$ cat config.mk
export PLATFORM = sky130hd
export DESIGN_NAME = fifo_sync_param
export DESIGN_NICKNAME = d
export VERILOG_FILES = /design/src/rtl/fifo_pkg.sv /design/src/rtl/fifo_ram.sv /design/src/rtl/fifo_sync_param.sv
export SDC_FILE = /design/constraint.sdc
export NUM_CORES = 1
export LEC_CHECK = 0
export BUFFER_PORTS_ARGS = -buffer_cell sky130_fd_sc_hd__clkbuf_2
export CELL_PAD_IN_SITES_DETAIL_PLACEMENT = 1
export CELL_PAD_IN_SITES_GLOBAL_PLACEMENT = 1
export CORE_MARGIN = 5
export CORE_UTILIZATION = 45
export DETAILED_ROUTE_END_ITERATION = 10
export PLACE_DENSITY = 0.69
export SYNTH_ARGS = -nofsm -noshare
export SYNTH_HDL_FRONTEND = slang
export SYNTH_SLANG_ARGS = --single-unit
$ cat constraint.sdc
create_clock -name clk -period 4.8 [get_ports clk]
set_clock_uncertainty 0.1 [all_clocks]
set_input_delay 0.96 -clock clk [delete_from_list [all_inputs] [get_ports clk]]
set_output_delay 0.96 -clock clk [all_outputs]
set_load 0.01 [all_outputs]
$ cat src/rtl/fifo_pkg.sv
// Shared defaults, helper function and parameter-legality check for the FIFO family.
`ifndef FIFO_PKG_SV
`define FIFO_PKG_SV

// Elaboration-time guard: DEPTH must be a power of two >= 4, AF_LEVEL <= DEPTH, AE_LEVEL < DEPTH.
`define FIFO_CHECK_PARAMS(DEPTH_P, AW_P, AF_P, AE_P) \
  if (((1 << (AW_P)) != (DEPTH_P)) || ((DEPTH_P) < 4) || ((AF_P) > (DEPTH_P)) || ((AE_P) >= (DEPTH_P))) begin : g_bad_params \
    $error("fifo_sync_param: illegal DEPTH/AF_LEVEL/AE_LEVEL combination"); \
  end

package fifo_pkg;

  localparam int FIFO_DEF_WIDTH = 16;
  localparam int FIFO_DEF_DEPTH = 8;

  function automatic int clog2(input int value);
    int r;
    r = 0;
    while ((1 << r) < value) begin
      r = r + 1;
    end
    return r;
  endfunction

endpackage

`endif

$ cat src/rtl/fifo_ram.sv
// WIDTH x DEPTH register-file memory: synchronous write, registered read port cleared by rst.
module fifo_ram
  import fifo_pkg::*;
#(
  parameter int  WIDTH = FIFO_DEF_WIDTH,
  parameter int  DEPTH = FIFO_DEF_DEPTH,
  localparam int AW    = clog2(DEPTH)
) (
  input  logic             clk,
  input  logic             rst,
  input  logic             we,
  input  logic [AW-1:0]    waddr,
  input  logic [WIDTH-1:0] wdata,
  input  logic             re,
  input  logic [AW-1:0]    raddr,
  output logic [WIDTH-1:0] rdata
);

  logic [WIDTH-1:0] mem_r [DEPTH];

  // storage array write port
  always_ff @(posedge clk) begin
    if (we) begin
      mem_r[waddr] <= wdata;
    end
  end

  // registered read port; holds its value when not reading
  always_ff @(posedge clk) begin
    if (rst) begin
      rdata <= {WIDTH{1'b0}};
    end else if (re) begin
      rdata <= mem_r[raddr];
    end
  end

endmodule

$ cat src/rtl/fifo_sync_param.sv
// Parametrised single-clock FIFO with occupancy count, threshold flags and over/under pulses.
// Define FIFO_FWFT_EN to build the first-word-fall-through read mode.
module fifo_sync_param
  import fifo_pkg::*;
#(
  parameter int  WIDTH    = FIFO_DEF_WIDTH,
  parameter int  DEPTH    = FIFO_DEF_DEPTH,
  parameter int  AF_LEVEL = DEPTH - 2,
  parameter int  AE_LEVEL = 2,
  localparam int AW       = clog2(DEPTH)
) (
  input  logic             clk,
  input  logic             rst,
  input  logic             wr,
  input  logic [WIDTH-1:0] din,
  input  logic             rd,
  output logic [WIDTH-1:0] dout,
  output logic             valid,
  output logic [AW:0]      count,
  output logic             almostfull,
  output logic             almostempty,
  output logic             full,
  output logic             empty,
  output logic             over,
  output logic             under
);

  `FIFO_CHECK_PARAMS(DEPTH, AW, AF_LEVEL, AE_LEVEL)

  localparam logic [AW:0]   DEPTH_CNT = DEPTH[AW:0];
  localparam logic [AW:0]   AF_CNT    = AF_LEVEL[AW:0];
  localparam logic [AW:0]   AE_CNT    = AE_LEVEL[AW:0];
  localparam logic [AW:0]   CNT_ONE   = {{AW{1'b0}}, 1'b1};
  localparam logic [AW-1:0] PTR_ONE   = {{(AW-1){1'b0}}, 1'b1};

  logic [AW-1:0] wptr_r;
  logic [AW-1:0] rptr_r;
  logic          wr_ok_s;
  logic          rd_ok_s;
  logic          re_s;
  logic          valid_nxt_s;
  logic [AW:0]   count_nxt_s;
`ifdef FIFO_FWFT_EN
  logic          ram_has_s;

  // words still in the array, i.e. not yet moved into the output stage
  assign ram_has_s = (count > {{AW{1'b0}}, valid});
`endif

  // request acceptance against pre-edge state, array read enable and next occupancy
  always_comb begin
    wr_ok_s     = wr && !full;
    count_nxt_s = count;
`ifdef FIFO_FWFT_EN
    rd_ok_s = rd && valid;
    re_s    = ram_has_s && (!valid || rd);
    if (re_s) begin
      valid_nxt_s = 1'b1;
    end else if (rd_ok_s) begin
      valid_nxt_s = 1'b0;
    end else begin
      valid_nxt_s = valid;
    end
`else
    rd_ok_s     = rd && !empty;
    re_s        = rd_ok_s;
    valid_nxt_s = rd_ok_s;
`endif
    case ({wr_ok_s, rd_ok_s})
      2'b10:   count_nxt_s = count + CNT_ONE;
      2'b01:   count_nxt_s = count - CNT_ONE;
      default: count_nxt_s = count;
    endcase
  end

  // pointers, occupancy, status flags and error pulses
  always_ff @(posedge clk) begin
    if (rst) begin
      wptr_r      <= {AW{1'b0}};
      rptr_r      <= {AW{1'b0}};
      count       <= {(AW+1){1'b0}};
      valid       <= 1'b0;
      over        <= 1'b0;
      under       <= 1'b0;
      full        <= 1'b0;
      almostfull  <= 1'b0;
      empty       <= 1'b1;
      almostempty <= 1'b1;
    end else begin
      if (wr_ok_s) begin
        wptr_r <= wptr_r + PTR_ONE;
      end
      if (re_s) begin
        rptr_r <= rptr_r + PTR_ONE;
      end
      count       <= count_nxt_s;
      valid       <= valid_nxt_s;
      over        <= wr && !wr_ok_s;
      under       <= rd && !rd_ok_s;
      full        <= (count_nxt_s == DEPTH_CNT);
      empty       <= (count_nxt_s == {(AW+1){1'b0}});
      almostfull  <= (count_nxt_s >= AF_CNT);
      almostempty <= (count_nxt_s <= AE_CNT);
    end
  end

  fifo_ram #(
    .WIDTH (WIDTH),
    .DEPTH (DEPTH)
  ) u_ram (
    .clk   (clk),
    .rst   (rst),
    .we    (wr_ok_s && !rst),
    .waddr (wptr_r),
    .wdata (din),
    .re    (re_s),
    .raddr (rptr_r),
    .rdata (dout)
  );

endmodule

# --- Word level (Yosys, flattened, before mapping) ---
# Memories as Yosys holds them, arrays and structs flattened. A register that Yosys moved wholly into a read port is not among the register bits.
# Cells that the tools add are included.
totals:
  ff_bits: 17
  inputBits: 20
  memories: 1
  wordCells: 34
  mem_bits_rw: 128
  out_inout_bits: 27
mem_list:
  columns: ["name", "depth", "width", "read_ports", "rd_ports_with_merged_regs", "wr", "line_no", "source"]
  rows:
  - ["u_ram.mem_r", 8, 16, 1, 1, 1, "fifo_ram.sv:19", "logic [WIDTH-1:0] mem_r [DEPTH];"]
classes:
  eq_ne: 3
  muxes: 3
  n_reduce_logical: 11
  addsub: 4
  order_cmp: 2
ops:
  columns: ["op", "count"]
  rows:
  - ["$pmux W4 S2", 1]
  - ["$add A3 B1 Y3 const B", 2]
  - ["$logic_and A1 B1 Y1", 5]
  - ["$logic_not A1 Y1", 5]
  - ["$add A4 B1 Y4 const B", 1]
  - ["$eq A4 B4 Y1 const B", 1]
  - ["$ge A4 B3 Y1 const B", 1]
  - ["$le A4 B2 Y1 const B", 1]
  - ["$logic_not A4 Y1", 1]
  - ["$sub A4 B1 Y4 const B", 1]
  - ["$eq A2 B1 Y1 const B", 1]
  - ["$eq A2 B2 Y1 const B", 1]
  - ["$mux W1", 2]

# --- Logic depth before layout (Yosys ltp) ---
depth:
  word_depth: 5
  mapped_depth: 11
  ltp_nobuf: 10

# --- Hierarchy ---
# Synthesis repeated with hierarchy kept, for this count alone.
unflattened:
  cells_unflattened: 396
  area_unflattened_um2: 6382.4
modules_own_cells:
  columns: ["module", "cells_per_inst", "n_inst", "seq_area_each_um2", "area_each_um2"]
  rows:
  - ["fifo_ram", 307, 1, 4164.0, 5570.3]
  - ["fifo_sync_param", 89, 1, 340.3, 812.0]

# --- Worst setup path before layout ---
# Ideal clock, no wire load.
synth_path:
  kind: "input-to-reg"
  startpoint: "input port rst"
  endpoint: "memory u_ram.mem_r[1][0] in the netlist's numbering (enable)"
  path_stages: 3
  n_path_buf: 2
  slack_ns: 1.161
  setup_ns: 0.436
  t_required_ns: 4.264
  arrival_ns: 3.103
  path_cell_list: "clkbuf_1 clkbuf_1 nor4b_1"
synth_via:
  elab_chain_cells: 4
synth_rtl:
  columns: ["item", "line_no", "source"]
  rows:
  - ["start: declaration", "fifo_sync_param.sv:13", "input logic rst,"]
  - ["$logic_not A1 Y1", "fifo_sync_param.sv:113", ".we (wr_ok_s && !rst),"]
  - ["$logic_and A1 B1 Y1", "fifo_sync_param.sv:113", null]
  - ["$mux W1", "fifo_ram.sv:23", "if (we) begin"]
  - ["$mux W1 (implied by the code)", "fifo_ram.sv:24", "mem_r[waddr] <= wdata;"]
  - ["end: declaration", "fifo_ram.sv:19", null]
# Every way passes these cells.

# --- Final worst setup path ---
layout_path:
  startpoint: "input port wr"
  endpoint: "register full"
layout_via:
  elab_chain_cells: 4
  word_cells_on_any_way: 5
  cone_classes: "eq/ne (3); mux (1); reduce/logical (1)"
layout_rtl:
  columns: ["item", "line_no", "source"]
  rows:
  - ["start: declaration", "fifo_sync_param.sv:14", "input logic wr,"]
  - ["$logic_and A1 B1 Y1 *", "fifo_sync_param.sv:52", "wr_ok_s = wr && !full;"]
  - ["$eq A2 B1 Y1 or $eq A2 B2 Y1 (tied branches)", "fifo_sync_param.sv:69", "case ({wr_ok_s, rd_ok_s})"]
  - ["$pmux W4 S2 *", "fifo_sync_param.sv:69", null]
  - ["$eq A4 B4 Y1 *", "fifo_sync_param.sv:100", "full <= (count_nxt_s == DEPTH_CNT);"]
  - ["end signal: assignment", "fifo_sync_param.sv:100", null]
  - ["end: declaration", "fifo_sync_param.sv:22", "output logic full,"]
# Every way passes the cells marked *; elsewhere a longest branch is shown, timed or not.
# A chain may end at the register's enable or synchronous reset.

==> results.json <==
{
  "diodes": 0,
  "dp_slack_ns": 1.32,
  "setup_slack_ns": 1.77,
  "yosysSeqAreaShare_pct": 73.3,
  "io_buffer_count": 46,
  "clockPowerShare_pct": 38.3,
  "worstSetupPathType": "primary input to flip-flop",
  "mostFrequentLayoutCells": "128 x edfxtp_1, 46 x clkbuf_2, 32 x mux4_2, 32 x dfxtp_1, 26 x nor2_1",
  "grt_setup_unrepaired": "no",
  "fp-row-count": 42,
  "dr.pass1.iters": 4,
  "synth.distinct_cells": 41,
  "gp_congestion": 0.733,
  "ant_nets": 0,
  "yosys_warnings": 0,
  "hold_class": "flip-flop to flip-flop",
  "pwr-share-seq_pct": 49.1,
  "postCtsResizedCells": 0,
  "synth.ff_latch_count": 161,
  "setup_viol": 0,
  "yosysTopAreaCell": "edfxtp_1",
  "grt_pass1_vias": 3305,
  "via_per_inst": 5.41,
  "netlist_area_um2": 6150,
  "postCtsSetupBuffers": 0,
  "dpl-instance-area_um2": 6620,
  "clk_latency_ns": 0.41,
  "fin_nets": 416,
  "fin_total_pwr_mw": 3.35,
  "finalWirelength_um": 12000,
  "vias": 3141,
  "async_reset_ff_share_pct": 0,
  "crit_family": "simple AND/OR/NAND/NOR gates",
  "grt_usage_pct": 15.9,
  "cp_slowest_cell": "nor2b_1",
  "period_share_pct": 63.1,
  "cts_tree": "yes",
  "p_sw_share_pct": 24.1,
  "fin_tns_setup_ns": 0,
  "dpl.cell_count": 549,
  "max_freq_mhz": 330,
  "power.internal_mw": 2.55,
  "synth.top_cell.area_share_pct": 62.5,
  "p_per_area_nw_per_um2": 466,
  "synth_edf_count": 128,
  "fillCellCount": 1225,
  "final_cell_count_no_fill": 581,
  "grt_pass1_wl_um": 18900,
  "cts_max_level": 4,
  "slowest_delay_ns": 0.56,
  "synth_fp_nets": 359,
  "end_kind": "flip-flop",
  "clkTransAtPathRegs_ns": 0.06,
  "cts.sinks": 161,
  "fin_area_um2": 7190,
  "io_pins": 47,
  "syn_inst": 335,
  "peakVddDrop_mv": 0.216,
  "gr-total-overflow": 0,
  "cap_violations": 0,
  "slew_headroom_pct": 46.9,
  "slew_violations": 0,
  "postCtsHoldBufs": 0,
  "period_needed_ns": 3.03,
  "ys_dominant_reg_cell": "edfxtp_1",
  "cts_buffers": 17,
  "syn_to_final_growth_pct": 17.0,
  "dp_hpwl_um": 7300,
  "arrival_ns": 3.29,
  "drtIter0Drc": 303,
  "fin_util_pct": 54.1,
  "chipWidth_um": 127,
  "drive_gt1_share_pct": 32.3,
  "p_leak_nw": 2.37,
  "crit_buf_inv": 2,
  "cts_root_buf": "clkbuf_16",
  "status": "complete, no violations",
  "crit_required_ns": 5.06,
  "die_h_um": 127,
  "drcViolationCount": 0,
  "p_switching_uw": 808,
  "clk_path_buf_depth": 2,
  "die_area_um2": 16100,
  "core_area_um2": 13300,
  "crit_chain": "clkbuf_2 > nor2b_1 > inv_2 > ha_1 > and4b_1 > o21ai_1 > a221oi_2 > xor2_1 > and4_1",
  "worst_slew_pin_slew_ns": 0.797,
  "start_util_pct": 46.2,
  "whs_ns": 0.399,
  "routedWlPerCell_um": 20.6,
  "antenna_found_initial": 0,
  "grt_max_degree": 35,
  "synth_area_leaders": "edfxtp_1 63%, mux4_2 12%, dfxtp_1 11%, mux2i_1 2.8%, a211oi_1 2.0%",
  "cp_max_fo": 9,
  "avgSynthCellArea_um2": 18.3,
  "p_comb_share_pct": 12.6,
  "hold_viol": 0,
  "layout_commonest_cell": "edfxtp_1",
  "crit_path_start_kind": "primary input"
}
-- synth_stat cells, drive strengths merged, types with 2 or more instances --
master and instances:
a211oi 16, a21oi 4, a221oi 2, and3 2, buf 9, clkbuf 11, dfxtp 33, edfxtp 128
ha 4, inv 4, mux2i 17, mux4 32, nand2 11, nand2b 2, nand3 2, nor2 26
nor2b 3, nor3 4, nor4 2, nor4b 2, xnor2 4, xor2 3
-- worst min-delay path, stage by stage (launching register included) --
cell and delay [ns]:
dfxtp_1 0.31, nor2_1 0.10, a211oi_1 0.05
-- registers in the layout, summed over array words and instances (netlist names) --
| register | cells |
|---|---|
| almostempty | 1 |
| almostfull | 1 |
| count | 4 |
| empty | 1 |
| full | 1 |
| over | 1 |
| rptr_r | 3 |
| u_ram.mem_r | 128 |
| u_ram.rdata | 16 |
| under | 1 |
| valid | 1 |
| wptr_r | 3 |
-- path summary, 6_finish.rpt --
kind	from	end	slack, ns	cells after the start
max	wr	full$_SDFF_PP0_	1.77	9
min	u_ram.rdata[10]$_SDFFE_PP0P_	u_ram.rdata[10]$_SDFFE_PP0P_	0.40	2
max reg2reg	full$_SDFF_PP0_	full$_SDFF_PP0_	2.10	8
min reg2reg	u_ram.rdata[10]$_SDFFE_PP0P_	u_ram.rdata[10]$_SDFFE_PP0P_	0.40	2
-- final cells by class --
| type | count | area (um^2) | share of cell area (%) |
|---|---|---|---|
| clock inverters | 13 | 135 | 1.88 |
| well taps | 176 | 220 | 3.06 |
| inverters | 4 | 15.0 | 0.209 |
| clock buffers | 19 | 433 | 6.02 |
| flip-flops and latches | 161 | 4510 | 62.6 |
| multi-input cells | 150 | 1560 | 21.7 |
| repair buffers | 58 | 320 | 4.45 |
-- per-layer routing --
metal,wire length [um],vias to the layer above,share of wire [%],global-route usage [%]
met5,0,-,0,0
met2,6210,68,52,26.4
met1,5080,1617,42,20.2
li1,-,1446,-,-
met3,594,10,5.0,5.04
met4,106,0,0.88,4.79
-- power by group through the flow --
stage	Combinational, mW	Clock (mW)	Sequential [mW]
3_3_place_gp	0.419	0	1.67
5_1_grt	0.470	1.38	1.66
4_1_cts	0.434	1.32	1.65
3_5_place_dp	0.430	0	1.68
6_report	0.423	1.29	1.65
2_1_floorplan	0.302	0	1.66
-- kinds of logic (layout without fill, tap and decap cells) --
kind of cell | Yosys count | after routing | synth area share (%)
AOI/OAI and AO/OA | 30 | 30 | 3.77
xor gates and xnor gates | 7 | 7 | 0.997
adders and majority gates | 4 | 4 | 0.814
buffers and inverters | 24 | 94 | 1.87
DFF | 161 | 161 | 73.3
muxes | 50 | 50 | 14.7
and+or+nand+nor | 59 | 59 | 4.60
Power figures use the tool's default switching activity.
